### config.mk
export PLATFORM = sky130hd
export DESIGN_NAME = gsim_xout
export DESIGN_NICKNAME = d
export VERILOG_FILES = /design/src/rtl/gsim_xout.sv
export SDC_FILE = /design/constraint.sdc
export NUM_CORES = 1
export LEC_CHECK = 0
export BUFFER_PORTS_ARGS = -buffer_cell sky130_fd_sc_hd__buf_2
export CORE_ASPECT_RATIO = 0.7
export CORE_MARGIN = 1
export CORE_UTILIZATION = 50
export DETAILED_ROUTE_END_ITERATION = 8
export PLACE_DENSITY = 0.76
export SLEW_MARGIN = 15
export SYNTH_ARGS = -nofsm -noshare
export SYNTH_HDL_FRONTEND = slang
export SYNTH_SLANG_ARGS = --single-unit
export TNS_END_PERCENT = 30
### constraint.sdc
create_clock -name clk -period 1.8 [get_ports clk]
set_input_delay 0.18 -clock clk [delete_from_list [all_inputs] [get_ports clk]]
set_output_delay 0.18 -clock clk [all_outputs]
set_load 0.005 [all_outputs]
### src/rtl/gsim_xout.sv
// gsim_xout: result drain, collects x0..x15 by index and streams them in order.
// Option GSIM_XOUT_CLR_EN: each accepted beat clears its entry and written flag.
module gsim_xout #(
  parameter int BIT_WIDTH = 32
) (
  input  logic                 clk,
  input  logic                 rst_n,
  input  logic                 wr_en,
  input  logic [3:0]           wr_idx,
  input  logic [BIT_WIDTH-1:0] wr_data,
  input  logic                 start,
  input  logic                 out_ready,
  output logic                 out_valid,
  output logic [BIT_WIDTH-1:0] out_data,
  output logic [3:0]           out_idx,
  output logic                 out_last,
  output logic                 busy,
  output logic                 done,
  output logic                 full,
  output logic                 wr_drop
);

  typedef enum logic [1:0] {
    S_IDLE,
    S_STREAM,
    S_DONE
  } state_t;

  state_t               state_q;
  state_t               state_d;
  logic [BIT_WIDTH-1:0] mem [16];
  logic [15:0]          written;
  logic [3:0]           ptr;
  logic                 wr_drop_q;
  logic                 idle;
  logic                 hs;
  logic                 at_end;

  assign idle   = (state_q == S_IDLE);
  assign hs     = (state_q == S_STREAM) && out_ready;
  assign at_end = (ptr == 4'd15);

  always_comb begin
    state_d = state_q;
    case (state_q)
      S_IDLE:   if (start) state_d = S_STREAM;
      S_STREAM: if (hs && at_end) state_d = S_DONE;
      S_DONE:   state_d = S_IDLE;
      default:  state_d = S_IDLE;
    endcase
  end

  always_ff @(posedge clk or negedge rst_n) begin
    if (!rst_n) begin
      state_q   <= S_IDLE;
      ptr       <= 4'd0;
      wr_drop_q <= 1'b0;
    end else begin
      state_q   <= state_d;
      wr_drop_q <= wr_en && !idle;
      case (state_q)
        S_IDLE:   if (start) ptr <= 4'd0;
        S_STREAM: if (hs && !at_end) ptr <= ptr + 4'd1;
        S_DONE:   ptr <= 4'd0;
        default:  ptr <= 4'd0;
      endcase
    end
  end

  // Writes only land while idle; the stream never sees a moving target.
  always_ff @(posedge clk or negedge rst_n) begin
    if (!rst_n) begin
      for (int i = 0; i < 16; i++) mem[i] <= '0;
      written <= '0;
    end else begin
      if (idle && wr_en) begin
        mem[wr_idx]     <= wr_data;
        written[wr_idx] <= 1'b1;
      end
`ifdef GSIM_XOUT_CLR_EN
      if (hs) begin
        mem[ptr]     <= '0;
        written[ptr] <= 1'b0;
      end
`endif
    end
  end

  assign out_valid = (state_q == S_STREAM);
  assign out_data  = mem[ptr];
  assign out_idx   = ptr;
  assign out_last  = out_valid && at_end;
  assign busy      = !idle;
  assign done      = (state_q == S_DONE);
  assign full      = &written;
  assign wr_drop   = wr_drop_q;

endmodule
==> results by stage, run 1 <==
Worst setup path:
- The critical-path maximum fanout is 12.
- The worst setup path is launched from a register.
- The largest single stage delay on the critical path is 530 ps.
- Walking the worst path, the cells encountered are buf_12 -> buf_6 -> mux4_2 -> a22oi_1 -> nand2_1 -> buf_2.
- The critical setup path kind is register to output pin.
- Counting both buffers and inverters, the worst setup path holds a total of 3.
- The slowest cell on the critical path is sky130_fd_sc_hd__mux4_2.
- The kind of cell with the highest combined delay along the critical path is buffers and inverters.
- The endpoint kind of the worst setup timing path is an output pin.
- Data on the critical path arrives at its endpoint at 2550 ps.
- For the worst setup path, the data required time is 1620 ps.

Logic synthesis:
- The synthesized netlist contains 37 unique library cells.
- During synthesis, Yosys emitted a total of 0 warnings.
- Counting every net in the synthesized netlist gives 1661.
- The synthesized netlist occupies a cell area of 24300 um^2.
- The flip-flop and latch count after synthesis is 535.
- The sequential element share of the synthesized area is 55.0%.
- The proportion of synthesized flip-flops having asynchronous set or reset is 100%.
- The dominant register cell in the synthesized netlist is sky130_fd_sc_hd__dfrtp_1.
- Counting flops with a built-in enable in the synthesized netlist gives 0.
- Dividing the synthesized area by the synthesized cell count gives 15.0 um^2.
- Synthesis produced 1619 cells.

STA:
- Headroom to the max-slew limit came out at 62.9%.
- The final critical-path required period is 2730 ps.
- The final critical-path share of the clock period is 152%.
- Setup repair after global routing could not meet its margin everywhere.
- The post-route worst setup slack is -932 ps.
- The total count of hold-check failures in the final report is 0.
- Clock skew on the completed layout was measured at 15.4 ps.
- Static timing analysis puts the maximum clock frequency at 0.366 GHz.
- The transition time at the pin with the least slew margin is 557 ps.
- The final-report max-slew violation count is 0.
- The worst slack on hold paths is 41.1 ps.
- Setup violations remaining at the end of the flow were counted as 440.

Global route:
- In the global route stage, met2 resource usage came out at 41.3%.
- The global routing stage identified its most utilized layer as met2.
- The via count of the first global-routing pass came to 16.5k.
- The initial antenna violation count came to 10.
- For this run, global-route usage on met3 was measured as 7.69%.
- For this run the aggregate overflow at the end of global routing stands at 0.
- The first global-routing pass estimated 103000 um of wire.
- Across every metal layer, demand over resource in global routing totals 27.4%.
- For this run, global-route usage on met1 was measured as 38.2%.
- Entering global routing, the biggest net connects 65 pins.

Status:
- The final reports fail on negative setup slack.
- The flow ran to the end, but the final reports show violations.

Floorplan:
- The die covers 49500 um^2.
- Measured along the y axis, the die boundary spans 187 um.
- The placeable core region is 48000 um^2.
- The initial utilization of the core area, before any placement, comes to 50.7%.
- The total number of placement rows is 67.
- The die span in x is 266 um.
- The number of top-level pins is 83.

Min path:
- The path class of the tightest hold or removal check is primary input to register.

Routing:
- The number of search-and-repair iterations in the first detailed-routing pass is 5.
- The final antenna-violating net count is 0.
- Dividing the detail-routed via count by the number of cells gives 6.23.
- The wire length per cell is 27.7 um.
- The post-route DRC violation count is 0.
- The via count is 15.5k.
- The starting DRC count in detailed routing is 1359.
- Summed over all layers, the routed wires come to 69200 um.

Finish:
- The register area is 13400 um^2.
- Relative to the synthesized area, the layout overhead comes to 25.2%.
- The area of the multi-input gates is 11400 um^2.
- The ratio of cells with drive above 1 in the final layout is 55.7%.
- The number of inserted filler cells in the final layout is 3194.
- The net count of the finished layout is 1838.

Clocking:
- In this run, CTS created clock tree buffers numbering 53.
- Clock tree synthesis found a total of 535 sinks.
- The clock passes through at most 3 buffers.
- For the worst-skew pair, the clock arrives at the later sink with an insertion delay of 610 ps.
- The clock tree from TritonCTS is done.
- Clock-pin slew was measured on the worst setup and hold paths at 60 ps.
- The root buffer cell chosen for the clock tree is sky130_fd_sc_hd__clkbuf_16.
- The H-tree generated during clock tree synthesis spans 2 levels.

Pwr:
- The ratio of total power to cell area is 1300 nW/um^2.
- IR analysis of the VDD net gives a maximum drop of 0.00104 V.
- In this run the static leakage power is 14.7 nW.

Placement:
- The final weighted congestion in routability-driven placement is 0.838.
- Buffers placed on the I/O ports in this run total 82.
- The half-perimeter wire length after placement is 38500 um.
- At the placement stage, the worst setup path has a slack of -461 ps.

Run:
- The tool flagged a number of max-cap violations equal to 0.
-- kinds of logic (layout without fill, tap and decap cells) --
| family | Yosys count | after routing | synth area share [%] |
|---|---|---|---|
| mux | 704 | 704 | 34.9 |
| flops | 535 | 535 | 55.0 |
| buf+inv | 142 | 361 | 3.50 |
| compound gates | 136 | 136 | 4.14 |
| simple gates | 101 | 101 | 2.38 |
| fa+ha+maj | 1 | 1 | 0.0514 |
| other cells | 0 | 3 | 0 |
-- Yosys cell counts, types with 3 or more instances --
library cell / n / area, um^2
sky130_fd_sc_hd__mux2_2: 508 / 5720
sky130_fd_sc_hd__buf_1: 8 / 30.0
sky130_fd_sc_hd__buf_6: 27 / 304
sky130_fd_sc_hd__buf_2: 32 / 160
sky130_fd_sc_hd__nor2_1: 5 / 18.8
sky130_fd_sc_hd__inv_1: 3 / 11.3
sky130_fd_sc_hd__nor2b_1: 4 / 25.0
sky130_fd_sc_hd__a221oi_1: 64 / 561
sky130_fd_sc_hd__or2_2: 8 / 50.1
sky130_fd_sc_hd__clkbuf_1: 52 / 195
sky130_fd_sc_hd__mux2i_1: 128 / 1280
sky130_fd_sc_hd__a22oi_1: 32 / 240
sky130_fd_sc_hd__o21ai_0: 37 / 185
sky130_fd_sc_hd__nand2b_1: 13 / 81.3
sky130_fd_sc_hd__nand4_1: 4 / 25.0
sky130_fd_sc_hd__nor2_2: 7 / 43.8
sky130_fd_sc_hd__dfrtp_1: 535 / 13400
sky130_fd_sc_hd__mux4_2: 64 / 1440
sky130_fd_sc_hd__nand2_1: 39 / 146
sky130_fd_sc_hd__nand2_2: 6 / 37.5
sky130_fd_sc_hd__buf_4: 20 / 150
sky130_fd_sc_hd__mux2_1: 4 / 45.0
-- cells in the final DEF, fill, tap and decap left out, types with 15 or more instances in the layout --
cell type	synthesis	layout
sky130_fd_sc_hd__nand2_1	39	32
sky130_fd_sc_hd__buf_12	0	58
sky130_fd_sc_hd__dfrtp_1	535	531
sky130_fd_sc_hd__a221oi_2	0	44
sky130_fd_sc_hd__a22oi_2	0	15
sky130_fd_sc_hd__o21ai_0	37	31
sky130_fd_sc_hd__buf_4	20	68
sky130_fd_sc_hd__mux4_2	64	64
sky130_fd_sc_hd__mux2_4	0	209
sky130_fd_sc_hd__clkbuf_8	0	19
sky130_fd_sc_hd__buf_2	32	74
sky130_fd_sc_hd__mux2i_1	128	124
sky130_fd_sc_hd__a221oi_1	64	19
sky130_fd_sc_hd__mux2_2	508	300
sky130_fd_sc_hd__buf_6	27	37
sky130_fd_sc_hd__clkbuf_16	0	60
sky130_fd_sc_hd__a22oi_1	32	17
-- routing by layer --
layer | part of all wire, % | vias up
met2 | 46 | 577
met4 | 3.1 | 14
met3 | 8.0 | 163
met1 | 43 | 8406
li1 | - | 6382
met5 | 0.14 | -
-- timing repair --
item	in CTS	in global routing
resized for setup	213	176
buffers inserted	26	15
endpoints found under the setup margin	343	535
pin swaps	15	20
hold buffers	4	0
endpoints found under the hold margin	346	0
gates cloned	14	5
-- flip-flops by register name, indices dropped and copies added, names as in the netlist --
register,flops
state_q,2
wr_drop,1
out_idx,4
mem,512
written,16
-- stage by stage --
stage | std cells | total power, mW | setup TNS (ps) | util (%) | instance area [um^2]
6_report | 2496 | 39.7 | -121820 | 63.5 | 30500
5_1_grt | 2493 | 41.0 | -149740 | 63.5 | 30500
4_1_cts | 2485 | 38.6 | -71890 | 62.1 | 29800
3_5_place_dp | 2344 | 25.8 | -33330 | 54.9 | 26300
3_3_place_gp | 2344 | 25.4 | -27260 | 54.9 | 26300
2_1_floorplan | 1619 | 21.1 | -4240 | - | 24300
-- layout make-up --
cell class / count / share of cell area [%]
timing repair buffer: 261 / 9.85
antenna: 3 / 0.0246
inverter: 3 / 0.0370
clock inverter: 13 / 0.637
clock buffer: 84 / 5.50
sequential: 535 / 44.0
multi-input combinational: 942 / 37.3
tap: 655 / 2.69
-- final timing paths --
kind	start	end	slack, ps	depth (start not counted)
setup / recovery	out_idx[0]	out_data[16]	-930	6
hold / removal	wr_data[22]	mem[470]	40	2
setup reg to reg	state_q[0]	mem[479]	-470	8
hold reg to reg	written[15]	written[15]	470	1
max in group asynchronous	rst_n	mem[474]	910	3
min in group asynchronous	rst_n	mem[214]	100	2
-- power breakdown --
part | total [mW] | switching [mW] | internal (mW)
Clock | 11.8 | 4.70 | 7.07
Combinational | 13.2 | 6.63 | 6.56
Sequential | 14.8 | 1.02 | 13.7
(Power assumes the default switching activity.)
==> inputs of run 2 (changes only) <==
SETUP_SLACK_MARGIN = 0.1   (was not set)
==> results by stage, run 2 (synthesis gave the netlist of run 1 again) <==
Status:
- Run status: finished, violations left (unchanged).
- Violated checks: negative setup slack (unchanged).

Pwr:
- The ratio of total power to cell area is 1310 nW/um^2 (was 1300 nW/um^2).
- The maximum VDD drop is 0.000784 V (was 0.00104 V).
- The static leakage came to 15.1 nW (was 14.7 nW).

Finish:
- The ratio of cells with drive above 1 in the final layout is 57.8% (was 55.7%).
- The share of the core filled with cells in the final layout is 65.3% (was 63.5%).
- The number of nets at the end of the flow is 1886 (was 1838).
- The most common cell after layout, fill and taps aside is sky130_fd_sc_hd__dfrtp_1 (unchanged).
- The growth of design area from synthesis to finish is 28.7% (was 25.2%).
- Most frequent cells in the layout: sky130_fd_sc_hd__dfrtp_1, sky130_fd_sc_hd__mux2_2, sky130_fd_sc_hd__mux2_4 (unchanged).
- The number of flip-flops under the largest register name is 512 (unchanged).
- The register name with the most flops is mem (unchanged).

Floorplan:
- The total number of placement rows is 67 (unchanged).
- The placeable core region is 48000 um^2 (unchanged).
- The die height was 187 um (unchanged).
- The number of top-level pins was 83 (unchanged).
- The full die area was 49500 um^2 (unchanged).
- The die span in x is 266 um (unchanged).
- The effective utilization at floorplan came to 50.7% (unchanged).

Worst setup path:
- The worst-case register-to-register setup slack is -420 ps (was -470 ps).
- The worst reg-to-reg path cell count is 8 (unchanged).
- The end of the worst register-to-register path is mem[490] (was mem[479]).
- The required time reported for the critical path endpoint is 1620 ps (about the same).
- The type of element launching the critical path is a register (unchanged).
- The critical-path maximum fanout is 13 (was 12).
- The worst reg2reg path startpoint is state_q[0] (unchanged).
- Worst path cell trace: buf_4 -> buf_16 -> mux2i_1 -> a221oi_2 -> o21ai_1 -> nand2_2 -> buf_2 (was buf_12 -> buf_6 -> mux4_2 -> a22oi_1 -> nand2_1 -> buf_2).
- The critical setup path kind is register to output pin (unchanged).
- The slowest cell on the critical path is sky130_fd_sc_hd__dfrtp_4 (was sky130_fd_sc_hd__mux4_2).
- The endpoint arrival time on the critical path was 2560 ps (was 2550 ps).
- The peak per-stage delay on the critical path was 560 ps (was 530 ps).
- The endpoint kind of the worst setup timing path is an output pin (unchanged).

Clocking:
- The clock-pin slew reported for the worst setup and hold paths after clock tree synthesis was 60 ps (about the same).
- The latest clock arrival within the worst-skew pair is 580 ps (was 610 ps).
- The clock net sink count is 535 (unchanged).
- The clock tree from TritonCTS is done (unchanged).
- The buffer cell driving the clock tree root is sky130_fd_sc_hd__clkbuf_16 (unchanged).
- The maximum level of the CTS H-tree is 2 (unchanged).
- The maximum root-to-sink buffer count was 3 (unchanged).
- The number of CTS-inserted buffers is 52 (was 53).

Placement:
- The half-perimeter wire length after placement was 39300 um (was 38500 um).
- The final weighted congestion in routability-driven placement came to 0.863 (was 0.838).
- The number of port buffers is 82 (unchanged).
- The worst slack at placement was -325 ps (was -461 ps).

STA:
- The post-route worst setup slack is -941 ps (was -932 ps).
- The total count of hold-check failures in the final report is 0 (unchanged).
- The sum of negative setup slack came to -125370 ps (was -121820 ps).
- Setup repair after global routing missed its margin: true (unchanged).
- The final critical-path required period is 2740 ps (was 2730 ps).
- The final critical-path share of the clock period came to 152% (about the same).
- The worst slack on hold paths was 47.4 ps (was 41.1 ps).
- The headroom to the max-slew limit came to 60.7% (was 62.9%).
- The transition time at the pin with the least slew margin is 587 ps (was 557 ps).
- The count of endpoints failing setup in the final report is 551 (was 440).
- The final-report max-slew violation count is 0 (unchanged).
- The fmax was 0.365 GHz (was 0.366 GHz).
- The clock skew is 23.6 ps (was 15.4 ps).

Routing:
- The starting DRC count in detailed routing was 1556 (was 1359).
- The final antenna-violating net count is 0 (unchanged).
- The wire length per cell was 30.2 um (was 27.7 um).
- The final routed wirelength across all metal layers is 76900 um (was 69200 um).
- The via count came to 16.1k (was 15.5k).
- The post-route DRC violation count came to 0 (unchanged).
- The number of search-and-repair iterations in the first detailed-routing pass is 5 (unchanged).
- The post-detailed-route via-to-cell ratio is 6.33 (was 6.23).

Global route:
- The wire length of the first global-routing pass is 109000 um (was 103000 um).
- The global-route met1 utilization is 39.9% (was 38.2%).
- The via count of the first global-routing pass was 16.9k (was 16.5k).
- The busiest layer in global routing is met2 (unchanged).
- The overall overflow remaining after global route is 0 (unchanged).
- The pin count of the biggest net entering global routing is 85 (was 65).
- The initial antenna violation count was 11 (was 10).
- The met2 usage is 44.4% (was 41.3%).
- The met3 layer usage reported by global route was 7.26% (was 7.69%).
- The aggregate global-route resource usage is 29.4% (was 27.4%).

Min path:
- The capture endpoint of the worst hold path is mem[441] (was mem[470]).
- The startpoint of the tightest hold check path is wr_data[25] (was wr_data[22]).
- The worst hold path cell count came to 2 (unchanged).
- The path category of the worst min-delay check is primary input to register (unchanged).

Run:
- The count of max-cap constraint violations is 0 (unchanged).
[run 2: changes by cell type in the layout (fill, tap and decap cells not counted), sizes merged]
cell	before	now
buf	252	297
bufbuf	0	2
bufinv	5	9
clkbuf	89	78
clkinv	7	11
clkinvlp	0	1
diode	3	5
[run 2: area by class of cell]
class	instances	area, um^2
antenna	5	12.5
clock buffer	71	1500
clock inverter	22	342
fill	3062	16600
inverter	3	11.3
multi-input combinational	942	11400
sequential	535	13400
tap	655	820
timing repair buffer	310	3820
[run 2: timing repair]
item,CTS,global route
setup buffers,41,20
endpoints found under the setup margin,558,570
gates cloned,20,8
pin swaps,16,22
endpoints found under the hold margin,348,0
gates resized for setup,255,149
hold buffers,4,0
[run 2: per-layer routing]
layer	share of wire, %	up-vias
met5	0.049	-
met4	6.7	6
met3	9.2	330
met2	45	816
met1	39	8457
li1	-	6497
[run 2: per-stage QoR]
step / instances / power [mW] / area, um^2
2_1_floorplan: 1619 / 21.3 / 24400
4_1_cts: 2513 / 39.4 / 30400
3_5_place_dp: 2356 / 26.1 / 26500
6_report: 2543 / 41.1 / 31300
5_1_grt: 2539 / 42.3 / 31300
3_3_place_gp: 2356 / 25.7 / 26500
[run 2: critical path: cells and delay by family, from the launching register on]
family / cells / cell delay, ps
AO/OA/AOI/OAI: 2 / 650
flip-flops: 1 / 560
buffers and inverters: 3 / 470
multiplexers: 1 / 170
AND/OR/NAND/NOR: 1 / 130
[run 2: worst max path at each step]
stage,slack (ps),endpoint,from
after detailed placement,-330,out_idx[0],out_idx[0]
after global placement,-310,out_data[23],out_idx[0]
after global routing,-960,out_data[4],out_idx[0]
after CTS,-870,out_data[20],out_idx[0]
final,-940,out_data[4],out_idx[0]
after floorplan,-9,mem[482],state_q[0]
[run 2: report_power, final]
group          internal (mW)  switching (mW)  total [mW]
combinational           7.14            7.13        14.3
sequential              13.7            1.10        14.8
clock                   7.12            4.83        11.9
total                   28.0            13.1        41.1
